**config.mk**
```make
export PLATFORM = sky130hd
export DESIGN_NAME = mult_row_sequencer
export DESIGN_NICKNAME = d
export VERILOG_FILES = /design/src/rtl/mult_row_sequencer.sv
export SDC_FILE = /design/constraint.sdc
export NUM_CORES = 1
export LEC_CHECK = 0
export BUFFER_PORTS_ARGS = -buffer_cell sky130_fd_sc_hd__buf_4
export CORE_MARGIN = 5
export CORE_UTILIZATION = 50
export CTS_BUF_LIST = sky130_fd_sc_hd__clkbuf_4
export DETAILED_ROUTE_END_ITERATION = 12
export HOLD_SLACK_MARGIN = 0.1
export PLACE_DENSITY = 0.85
export SYNTH_ARGS = -nofsm -noshare
export SYNTH_HDL_FRONTEND = slang
export SYNTH_SLANG_ARGS = --single-unit
```
**constraint.sdc**
```tcl
create_clock -name clk -period 5.3 [get_ports clk]
set_clock_uncertainty 0.05 [all_clocks]
set_input_delay 0 -clock clk [delete_from_list [all_inputs] [get_ports clk]]
set_output_delay 0 -clock clk [all_outputs]
set_load 0.1 [all_outputs]
```
**src/rtl/mult_row_sequencer.sv**
```systemverilog
// Round-robin drain of the per-lane product FIFOs into a signed row accumulator.
// One dot-product result per programmed row, returned over a valid/ready handshake.
module mult_row_sequencer #(
    parameter int LANES = 4,
    parameter int PW    = 16,
    parameter int LW    = 16,
    parameter int AW    = 32
) (
    input  logic                clk,
    input  logic                rst,
    input  logic [LANES*PW-1:0] mult,
    input  logic [LANES-1:0]    mult_fifo_empty,
    output logic [LANES-1:0]    mult_fifo_read,
    input  logic [LW-1:0]       row_len,
    input  logic                row_len_valid,
    output logic                row_len_ready,
    output logic [AW-1:0]       sum,
    output logic                sum_valid,
    input  logic                sum_ready,
    output logic                busy
);

    localparam int PTRW = (LANES > 1) ? $clog2(LANES) : 1;

    typedef enum logic [1:0] {
        IDLE   = 2'd0,
        ACCUM  = 2'd1,
        OUTPUT = 2'd2
    } state_t;

    state_t          state_q, state_d;
    logic [PTRW-1:0] ptr_q, ptr_d;
    logic [AW-1:0]   acc_q, acc_d;
    logic [LW-1:0]   remaining_q, remaining_d;

    logic [PW-1:0]   lane_prod;
    logic [AW-1:0]   lane_prod_ext;
    logic            lane_pop;

    // Only the lane under the pointer may be popped, so the global interleave never skips ahead.
    assign lane_prod     = mult[PW*ptr_q +: PW];
    assign lane_prod_ext = {{(AW-PW){lane_prod[PW-1]}}, lane_prod};
    assign lane_pop      = (state_q == ACCUM) && !mult_fifo_empty[ptr_q];

    always_ff @(posedge clk or negedge rst) begin
        if (!rst) begin
            state_q     <= IDLE;
            ptr_q       <= '0;
            acc_q       <= '0;
            remaining_q <= '0;
        end else begin
            state_q     <= state_d;
            ptr_q       <= ptr_d;
            acc_q       <= acc_d;
            remaining_q <= remaining_d;
        end
    end

    always_comb begin
        state_d = state_q;
        case (state_q)
            IDLE: begin
                if (row_len_valid) begin
                    state_d = (row_len == '0) ? OUTPUT : ACCUM;
                end
            end
            ACCUM: begin
                if (lane_pop && (remaining_q == LW'(1))) begin
                    state_d = OUTPUT;
                end
            end
            OUTPUT: begin
                if (sum_ready) begin
                    state_d = IDLE;
                end
            end
            default: state_d = IDLE;
        endcase
    end

    // The pointer is deliberately left alone at row boundaries.
    always_comb begin
        ptr_d       = ptr_q;
        acc_d       = acc_q;
        remaining_d = remaining_q;
        if ((state_q == IDLE) && row_len_valid) begin
            acc_d       = '0;
            remaining_d = row_len;
        end else if (lane_pop) begin
            acc_d       = acc_q + lane_prod_ext;
            remaining_d = remaining_q - LW'(1);
            ptr_d       = (ptr_q == PTRW'(LANES-1)) ? '0 : ptr_q + PTRW'(1);
        end
    end

    always_comb begin
        mult_fifo_read = '0;
        if (lane_pop) begin
            mult_fifo_read = {{(LANES-1){1'b0}}, 1'b1} << ptr_q;
        end
        row_len_ready = (state_q == IDLE);
        sum_valid     = (state_q == OUTPUT);
        busy          = (state_q != IDLE);
    end

    assign sum = acc_q;

endmodule

```
* Word level (Yosys, flattened, before mapping)
Cells that the tools add are included.
Storage, ports and cells: flip-flop bits (word level) 52, output and inout port bits 39, input port bits 88, word-level logic and storage cells 41
Operators by class: bitwise operators 1, magnitude comparators 1, mux-type cells 13, $add $sub $neg 3, reductions and logical operators 10, equality and inequality tests 7, shift-type cells 2
Operator list (number):
- $mux W32 | 2
- $shiftx A64 B7 Y16 | 1
- $add A32 B32 Y32 | 1
- $mux W16 | 2
- $eq A16 B1 Y1 const B | 1
- $logic_not A16 Y1 | 1
- $sub A16 B1 Y16 const B | 1
- $mux W2 | 5
- $pmux W2 S3 | 1
- $eq A2 B2 Y1 const B | 2
- $mux W4 | 1
- $ne A2 B1 Y1 const B | 2
- $reduce_bool A2 Y1 | 2
- $shl A1 B2 Y4 const A | 1
- $logic_and A1 B1 Y1 | 3
- $lt A2 B3 Y1 const B | 1
- $reduce_and A3 Y1 | 1
- $add A2 B1 Y2 const B | 1
- $bmux W1 S2 | 1
- $eq A2 B1 Y1 const B | 1
- $logic_not A2 Y1 | 1
- $ne A2 B2 Y1 const B | 1
- $reduce_and A2 Y1 | 1
- $logic_not A1 Y1 | 1
- 2 further kinds | 2

* Logic depth before layout (Yosys ltp)
Gate-level depths: netlist (run 1).
depth in word-level cells 7, mapped depth 13, mapped depth without buffers 12

* Least setup slack after synthesis (run 1)
No wires, ideal clock.
path type register to register, from register ptr_q[0], to register acc_q[29], in the netlist sum[29], path slack 1374 ps, setup time 72 ps, buffers on the path 3, clock period less this slack 3926 ps, data arrival time 3804 ps, cell stages (with the launch flop) 14, required time 5178 ps, cells stage by stage dfrtp_1 -> buf_2 -> buf_1 -> mux4_2 -> ha_1 -> buf_6 -> o21a_1 -> a21oi_1 -> a211o_1 -> a21o_1 -> o31a_1 -> o31a_1 -> or4_1 -> nand3_1
On the way: word-level cells in the longest chain between the ends 5, elaborated cells on any way between the ends 9, those cells by class add/sub (1); shift (1); mux (4); reduce/logical (3)
RTL lines:
- start, declared | line 32 | logic [PTRW-1:0] ptr_q, ptr_d;
- start signal, assigned | line 53 | ptr_q <= ptr_d;
- parallel branches: the longest is 5 deep, another holds $add A32 B32 Y32
- end signal, assigned | line 49 | acc_q <= '0;
- end signal, assigned | line 54 | acc_q <= acc_d;
- end, declared | line 33 | logic [AW-1:0] acc_q, acc_d;
Parallel ways; which one is timed is not known. The select of a mux whose other input is x is not followed. A chain may end at the register's enable or synchronous reset.

* Worst setup path in the final report (run 1)
from register ptr_q[1], to register acc_q[24], in the netlist sum[24]
Same word-level chain as after synthesis.

==> results of run 1 <==
[through the flow]
stage          instances  cell area (um^2)  setup WS [ps]   util  hold WS (ps)
6_report             749              5750           1300  0.653           111
5_1_grt              749              5750           1010  0.653           165
4_1_cts              749              5750           1310  0.653           128
3_5_place_dp         717              5450           1320  0.619          37.1
3_3_place_gp         717              5450           1460  0.619          33.1
2_1_floorplan        510              4560           1370      -          -346
[final cells by class]
type | count | area share
clock buffers | 5 | 0.00652
multi-input cells | 416 | 0.521
repair buffers | 153 | 0.210
inverters | 12 | 0.00783
clock inverters | 3 | 0.00478
flip-flops and latches | 52 | 0.226
well taps | 108 | 0.0235
[critical path, cell delays in order, from the launching register on]
cell and delay (ps):
dfrtp_1 1000, mux4_2 420, ha_1 230, inv_1 80, fa_1 210, nor2b_1 70
o211ai_1 290, a31oi_1 200, a211o_1 360, a311o_1 480, a21boi_0 240, xor2_1 150
o21ai_0 90
[cell families after synthesis]
family,count (synthesis),share of synthesized area
AO/OA/AOI/OAI,174,0.245
XOR/XNOR,28,0.0538
adder cells (fa/ha/maj),38,0.106
buffers and inverters,42,0.0592
flip-flops,52,0.285
multiplexers,18,0.0837
AND/OR/NAND/NOR,158,0.167
[sequential cells by signal (all words and copies together) (netlist names)]
signal       flops
ptr_q            2
sum             32
remaining_q     16
state_q          2
[placed cells by master (no fill, tap or decap), types with 2 or more instances in the layout]
master,synthesis,routed
a22o_1,2,2
o31ai_1,4,4
xnor2_1,12,12
o31a_1,2,2
and2_1,6,6
o21bai_1,3,3
inv_1,12,12
o211ai_1,10,10
xor2_1,16,16
nor3b_1,2,2
nand2_1,56,56
a21boi_0,3,3
and3_1,4,4
ha_1,37,37
dfrtp_1,52,52
clkbuf_4,2,5
nor2_1,22,22
a211oi_1,4,4
a21o_2,2,2
a21o_1,6,6
a211o_1,4,4
nand3_1,30,30
mux4_2,16,16
nor2b_1,3,3
a21oi_1,40,40
o311ai_0,4,4
dlygate4sd3_1,0,24
nand4_1,9,9
buf_4,4,129
o21ai_0,57,57
or3_1,5,5
a221o_1,4,4
a31oi_1,4,4
nand2b_1,5,5
nor4_1,6,6
nor3_1,5,5
o21a_1,8,8
[final timing paths]
| check | from | slack (ps) | end |
|---|---|---|---|
| max | ptr_q[1] | 1300 | sum[24] |
| max reg2reg | ptr_q[1] | 1300 | sum[24] |
| max in group asynchronous | rst | 4610 | sum[24] |
| min in group clk | row_len_valid | 170 | sum[27] |
| min reg2reg | remaining_q[7] | 500 | remaining_q[7] |
| min | rst | 110 | sum[28] |
[routing by layer]
layer  vias up  wire length [um]
met3        33              1080
met1      2162              5440
met2       208              6650
met4         0               327
met5         -                 0
li1       2186                 -
[timing repair]
item	4_1_cts	5_1_grt
hold endpoints to repair	72	0
hold buffers	24	0
buffers inserted	0	0
==> results.cfg, run 1 <==
[grt]
gr-total-overflow = 0
antenna_found_initial = 0
grt_use_met3 = 0.0501
grt_use_met2 = 0.411
top_usage_layer = met2
grt_pass1_wl_um = 22300
grt_max_degree = 62
met1_usage = 0.301
grt_pass1_vias = 4612
grtUsageTotal = 0.239

[synth]
synth_flop_cell = dfrtp_1
synth_edf_count = 0
async_flop_share = 1.00
synth.most_common_cell = o21ai_0
syn_area_um2 = 4560
syn_inst = 510
avgSynthCellArea_um2 = 8.94
synth_fp_nets = 636
seq_area_frac_synth = 0.285
synth_common_cells = o21ai_0, nand2_1, dfrtp_1
yosysWarnings = 0
synthTopCellsByArea = dfrtp_1, ha_1, mux4_2
ys_types = 68
synth_top_area_cell = dfrtp_1
synth_seq_cells = 52
synth_top_area_frac = 0.285

[worst_hold_path]
hold_path.class = input pin to async pin

[route]
first_pass_iters = 5
final_antenna_net_count = 0
vias_per_cell = 6.13
drt_iter0_drc = 296
routed_wl_um = 13500
vias = 4589
post-route-drc-count = 0
wire_per_inst_um = 18.0

[run_status]
status = finished, final reports clean

[timing]
rsz0062_at_grt = no
worst_pin_slew_ps = 959
finalSetupViolCount = 0
relSlewSlack = 0.360
tns_ps = 0
fin_crit_sh = 0.756
slew_viol_final = 0
fin_crit_ps = 4000
final_hold_viol_count = 0
fmax_mhz = 250

[final_layout]
drive_above_1_share = 0.256
area.sequential_um2 = 1300
fillers = 718
final_nets = 766
area_growth_pct = 26.1
n_antenna_cell = 0
multi_input_area_um2 = 3000

[floorplanning]
die_area_um2 = 11100
core_area_um2 = 8810
start_util = 0.518
die_x_um = 106
rows = 34
io_pins = 127
die_h_um = 106

[clock_tree]
clk_latency_ps = 390
cts_sinks = 52
cts_tree = built
cts_buffers = 5
htreeDepth = 2
post_cts_resized = 0
cts_buffer_depth = 2
path_clk_slew_ps = 160
cts_root_buf = clkbuf_4

[worst_setup_path]
arrival_ps = 4210
worstSetupPathType = register to register
path_max_fanout = 22
worst_setup_path_end_kind = register
rr_worst_depth = 12
cp-start-kind = register
worstPathRequired_ps = 5510

[placement]
hpwl_um = 9760
gp_congestion = 0.919
portBuffers = 126

[run]
cap_violations = 0
Power of run 1 is left out: the tool's default activity adds up to more than one toggle a clock period on the data nets, which glitch-free logic cannot reach.
==> inputs of run 2 (changes only) <==
- ABC_AREA: not set -> 1
- PLACE_DENSITY: 0.85 -> 0.83
- clock period: 5.3 -> 3.9 ns (I/O delays scaled with it)
==> run 2 against run 1 <==
Synthesized area increased by 18%. Fmax increased by 35%. Worst hold slack got worse by 15 ps. Setup slack got worse by 370 ps. Critical endpoint is now sum[28].
==> results.cfg, run 2 <==
[run_status]
status = finished, final reports clean

[clock_tree]
clk_latency_ps = 410
cts_buffer_depth = 2
cts_tree = built
path_clk_slew_ps = 180
htreeDepth = 2
cts_setup_buffers = 0
cts_sinks = 52
cts_root_buf = clkbuf_4
cts_buffers = 5

[run]
cap_violations = 0

[floorplanning]
die_x_um = 114
rows = 37
core_area_um2 = 10400
die_area_um2 = 12900
start_util = 0.515
die_h_um = 114
io_pins = 127

[final_layout]
final_common_cell = nand2_1
drive_above_1_share = 0.145
largest_reg_flops = 32
n_antenna_cell = 0
final_cell_area_um2 = 6790
multi_input_area_um2 = 3370
area_growth_pct = 26.5
fillers = 958
final_nets = 1180
area.sequential_um2 = 1300
layout_common_cells = nand2_1, inv_1, buf_4

[synth]
synthTopCellsByArea = dfrtp_1, nand2_1, inv_1
synth_top_area_cell = dfrtp_1
synth_flop_cell = dfrtp_1
synth_edf_count = 0
yosysWarnings = 0
syn_area_um2 = 5370
avgSynthCellArea_um2 = 5.95
syn_inst = 902
async_flop_share = 1.00
synth_common_cells = nand2_1, inv_1, nor2_1
synth.most_common_cell = nand2_1
synth_top_area_frac = 0.242
seq_area_frac_synth = 0.242
ys_types = 40
synth_fp_nets = 1028
synth_seq_cells = 52

[grt]
grt_max_degree = 53
grt_pass1_vias = 5861
grt_pass1_wl_um = 26800
grtUsageTotal = 0.252
gr-total-overflow = 0
antenna_found_initial = 0

[worst_setup_path]
rr_worst_depth = 16
path_max_fanout = 37
worst_setup_path_end_kind = register
r2r-end = sum[28]
arrival_ps = 3230
reg2reg_from = ptr_q[0]
worstSetupPathType = register to register
worstPathRequired_ps = 4150
cp-start-kind = register
r2r_slack_ps = 930

[placement]
dpl-instance-area_um2 = 6370
gp_congestion = 0.948
portBuffers = 126
place_ws_ps = 1000
hpwl_um = 11900

[route]
wire_per_inst_um = 13.6
routed_wl_um = 16200
first_pass_iters = 6
vias_per_cell = 5.15
drt_iter0_drc = 467
vias = 6133
final_antenna_net_count = 0
post-route-drc-count = 0

[timing]
relSlewSlack = 0.527
tns_ps = 0
finalSetupViolCount = 0
finalWorstSetupSlack_ps = 926
fmax_mhz = 336
rsz0062_at_grt = no
worst_pin_slew_ps = 710
fin_crit_sh = 0.763
slew_viol_final = 0
fin_crit_ps = 2970
final_hold_viol_count = 0

[worst_hold_path]
hold_path.class = input pin to async pin
## run 2: cell count changes in the layout (fill, tap and decap cells not counted), moves of 12 or more
cell / delta
o21ai_1: +13
dlygate4sd3_1: +12
nand2_1: +281
mux4_2: -16
nand3_1: +21
nor2_1: +77
inv_1: +129
o21ai_0: -22
o22ai_1: +14
## run 2: worst max path at each step
stage | from | cells past startpoint | to | slack (ps)
after floorplan | state_q[0] | 9 | sum[5] | 1130
after global placement | ptr_q[0] | 14 | sum[29] | 1040
after detailed placement | ptr_q[0] | 16 | sum[28] | 1000
after CTS | ptr_q[0] | 16 | sum[28] | 970
after global routing | ptr_q[0] | 14 | sum[29] | 580
final | ptr_q[0] | 16 | sum[28] | 930
## run 2: layout make-up
cell class / instances / share of cell area
Multi-Input combinational cell: 683 / 0.496
Timing Repair Buffer: 166 / 0.197
Sequential cell: 52 / 0.192
Inverter: 146 / 0.0814
Tap cell: 136 / 0.0251
Clock buffer: 6 / 0.00663
Clock inverter: 2 / 0.00203
## run 2: what timing repair did
item                      4_1_cts  5_1_grt
hold endpoints to repair       70        0
gates resized for setup         0        0
hold buffers                   36        0
## run 2: worst max-delay path: stages (launching register included)
cell and delay, ps:
dfrtp_1 420, buf_4 340, o21ai_0 140, o22ai_1 210
ha_1 250, inv_1 70, fa_1 390, inv_1 120
nand3_1 80, nand3_1 170, nand3_1 90, nand3_1 170
nand2_1 110, nand2_1 80, nand2_1 50, nand3_1 60
nand2_1 50
## run 2: cells by family (layout without fill, tap and decap cells)
| logic type | after synthesis | after routing | synth area share |
|---|---|---|---|
| xor+xnor | 12 | 12 | 0.0196 |
| fa+ha+maj | 38 | 38 | 0.0900 |
| simple gates | 510 | 510 | 0.383 |
| compound gates | 123 | 123 | 0.135 |
| buf+inv | 167 | 320 | 0.130 |
| flops | 52 | 52 | 0.242 |
## run 2: per-layer routing
metal	routed length, um	GRT usage	up-vias
li1	-	-	3149
met1	6830	0.317	2723
met2	7820	0.435	215
met3	1110	0.0403	46
met4	464	0.0946	0
met5	0	0	-
## run 2: stage by stage
step	cells	utilization	hold slack, ps
global placement	1147	0.612	31.3
global route	1191	0.652	151
CTS	1191	0.652	132
finish	1191	0.652	96.6
detailed placement	1147	0.612	44.5
floorplan	902	-	-346
Power of run 2 is left out for the same reason.
==> inputs of run 3 (changes only) <==
- PLACE_DENSITY: 0.83 -> 0.86
- clock period: 3.9 -> 2.5 ns (I/O delays scaled with it)
==> run 3 against run 2 <==
The flow now finishes with violations (setup timing). Via count is 12% higher. Sequential cell count stayed put. Sequential share of layout area is 2.8 points lower. Highest routed layer unchanged. Die area stayed put. Largest cell class unchanged. Critical path type unchanged. Fmax is 15% higher. Register-to-register slack worse by 1000 ps. Final cell count is 5.3% higher.
==> results.cfg, run 3 (same netlist as run 2, synthesis figures left out) <==
[clock_tree]
cts_tree = built
cts_root_buf = clkbuf_4
cts_buffers = 5
cts_buffer_depth = 2
cts_sinks = 52
clk_latency_ps = 410
path_clk_slew_ps = 190
htreeDepth = 2

[run_status]
status = finished, violations left
violations = setup timing

[route]
post-route-drc-count = 0
wire_per_inst_um = 15.8
drt_iter0_drc = 658
final_antenna_net_count = 0
vias_per_cell = 5.49
routed_wl_um = 19800
vias = 6890
first_pass_iters = 7

[timing]
final_hold_viol_count = 0
relSlewSlack = 0.522
finalWorstSetupSlack_ps = -96.5
rsz0062_at_grt = yes
fmax_mhz = 385
worst_pin_slew_ps = 718
finalSetupViolCount = 15
slew_viol_final = 0
fin_crit_sh = 1.04
fin_crit_ps = 2600

[floorplanning]
die_x_um = 114
die_area_um2 = 12900
core_area_um2 = 10400
die_h_um = 114
rows = 37
start_util = 0.515
io_pins = 127

[grt]
gr-total-overflow = 0
antenna_found_initial = 1
grt_max_degree = 53
grtUsageTotal = 0.260
grt_pass1_vias = 6115
grt_pass1_wl_um = 27700

[worst_setup_path]
crit_slowest_cell = dfrtp_2
crit_buf_inv = 3
reg2reg_from = ptr_q[0]
arrival_ps = 2850
cp_top_family = simple AND/OR/NAND/NOR gates
worst_setup_path_end_kind = register
rr_worst_depth = 15
cp-start-kind = register
critPathLaunch = ptr_q[0]
r2r-end = sum[20]
r2r_slack_ps = -100
worstSetupPathType = register to register
crit_path_max_incr_delay_ps = 500
critPathMostFrequentCell = nand2_1
worstPathCellList = clkinv_4, clkbuf_16, o21ai_1, o22ai_1, ha_1, nand2_2, inv_1, nand2_1, nand2_1, nand2_1, nand3_2, nand2_2, nand3b_1, nand3_1, nand2_1
worstPathRequired_ps = 2750
path_max_fanout = 7

[placement]
hpwl_um = 12700
place_ws_ps = -169
place_inst = 1199
portBuffers = 126
gp_congestion = 0.948
dpl-instance-area_um2 = 6790

[final_layout]
post_layout_nonfiller_instances = 1254
final_nets = 1242
layout_common_cells = nand2_1, buf_4, inv_1
final_common_cell = nand2_1
fillers = 697
drive_above_1_share = 0.321
largest_reg_flops = 32
area_growth_pct = 48.6
final_cell_area_um2 = 7980

[worst_hold_path]
hold_path.class = input pin to async pin

[run]
cap_violations = 0
## run 3: cell count changes in the layout (fill, tap and decap cells not counted), moves of 10 or more
| cell | change |
|---|---|
| nor2_2 | +15 |
| o21ai_1 | +17 |
| o21ai_0 | -20 |
| ha_1 | -18 |
| nand2_2 | +46 |
| a21oi_1 | -10 |
| ha_4 | +16 |
| a21oi_2 | +10 |
| buf_4 | +64 |
| dlygate4sd3_1 | -13 |
| nand2_1 | -50 |
| nor2_1 | -24 |
## run 3: how the worst max path moves through the flow
stage                          to  slack (ps)  cells after the start
after floorplan           sum[28]           9                     12
after global placement    sum[20]         -60                     15
after detailed placement  sum[20]        -170                     15
after CTS                 sum[31]           3                     17
after global routing      sum[20]        -240                     15
final                     sum[20]        -100                     15
## run 3: per-layer routing
metal,vias up,global-route usage,routed length [um]
li1,3283,-,-
met1,3155,0.324,7480
met2,359,0.464,9940
met3,93,0.0414,1580
met4,0,0.0697,834
met5,-,0,0
## run 3: layout make-up
class,instances,area (um^2),share of cell area
tap,136,170,0.0213
multi-input combinational,683,3990,0.500
clock inverter,2,38.8,0.00486
inverter,146,558,0.0700
timing repair inverter,1,5.00,0.000627
timing repair buffer,227,1870,0.234
clock buffer,6,45.0,0.00565
sequential,52,1300,0.163
antenna,1,2.50,0.000314
## run 3: worst reg2reg max path, delay by kind of cell (launching register included)
| kind | cells | cell delay, ps |
|---|---|---|
| buf+inv | 3 | 390 |
| compound gates | 2 | 280 |
| fa+ha+maj | 1 | 400 |
| flops | 1 | 500 |
| simple gates | 9 | 900 |
## run 3: metrics by stage
step	util	hold slack, ps	setup TNS [ps]
4_1_cts	0.685	115	0
6_report	0.766	91.0	-643
3_3_place_gp	0.652	37.1	-444
5_1_grt	0.766	110	-4080
2_1_floorplan	-	-346	0
3_5_place_dp	0.652	40.8	-1700
## run 3: repair_timing
action,CTS,global route
gates resized for setup,16,164
setup endpoints to repair,23,29
hold endpoints to repair,70,2
hold buffers,21,2
setup buffers,1,18
cloned,0,4
pin swaps,2,32
Power of run 3 is left out for the same reason.
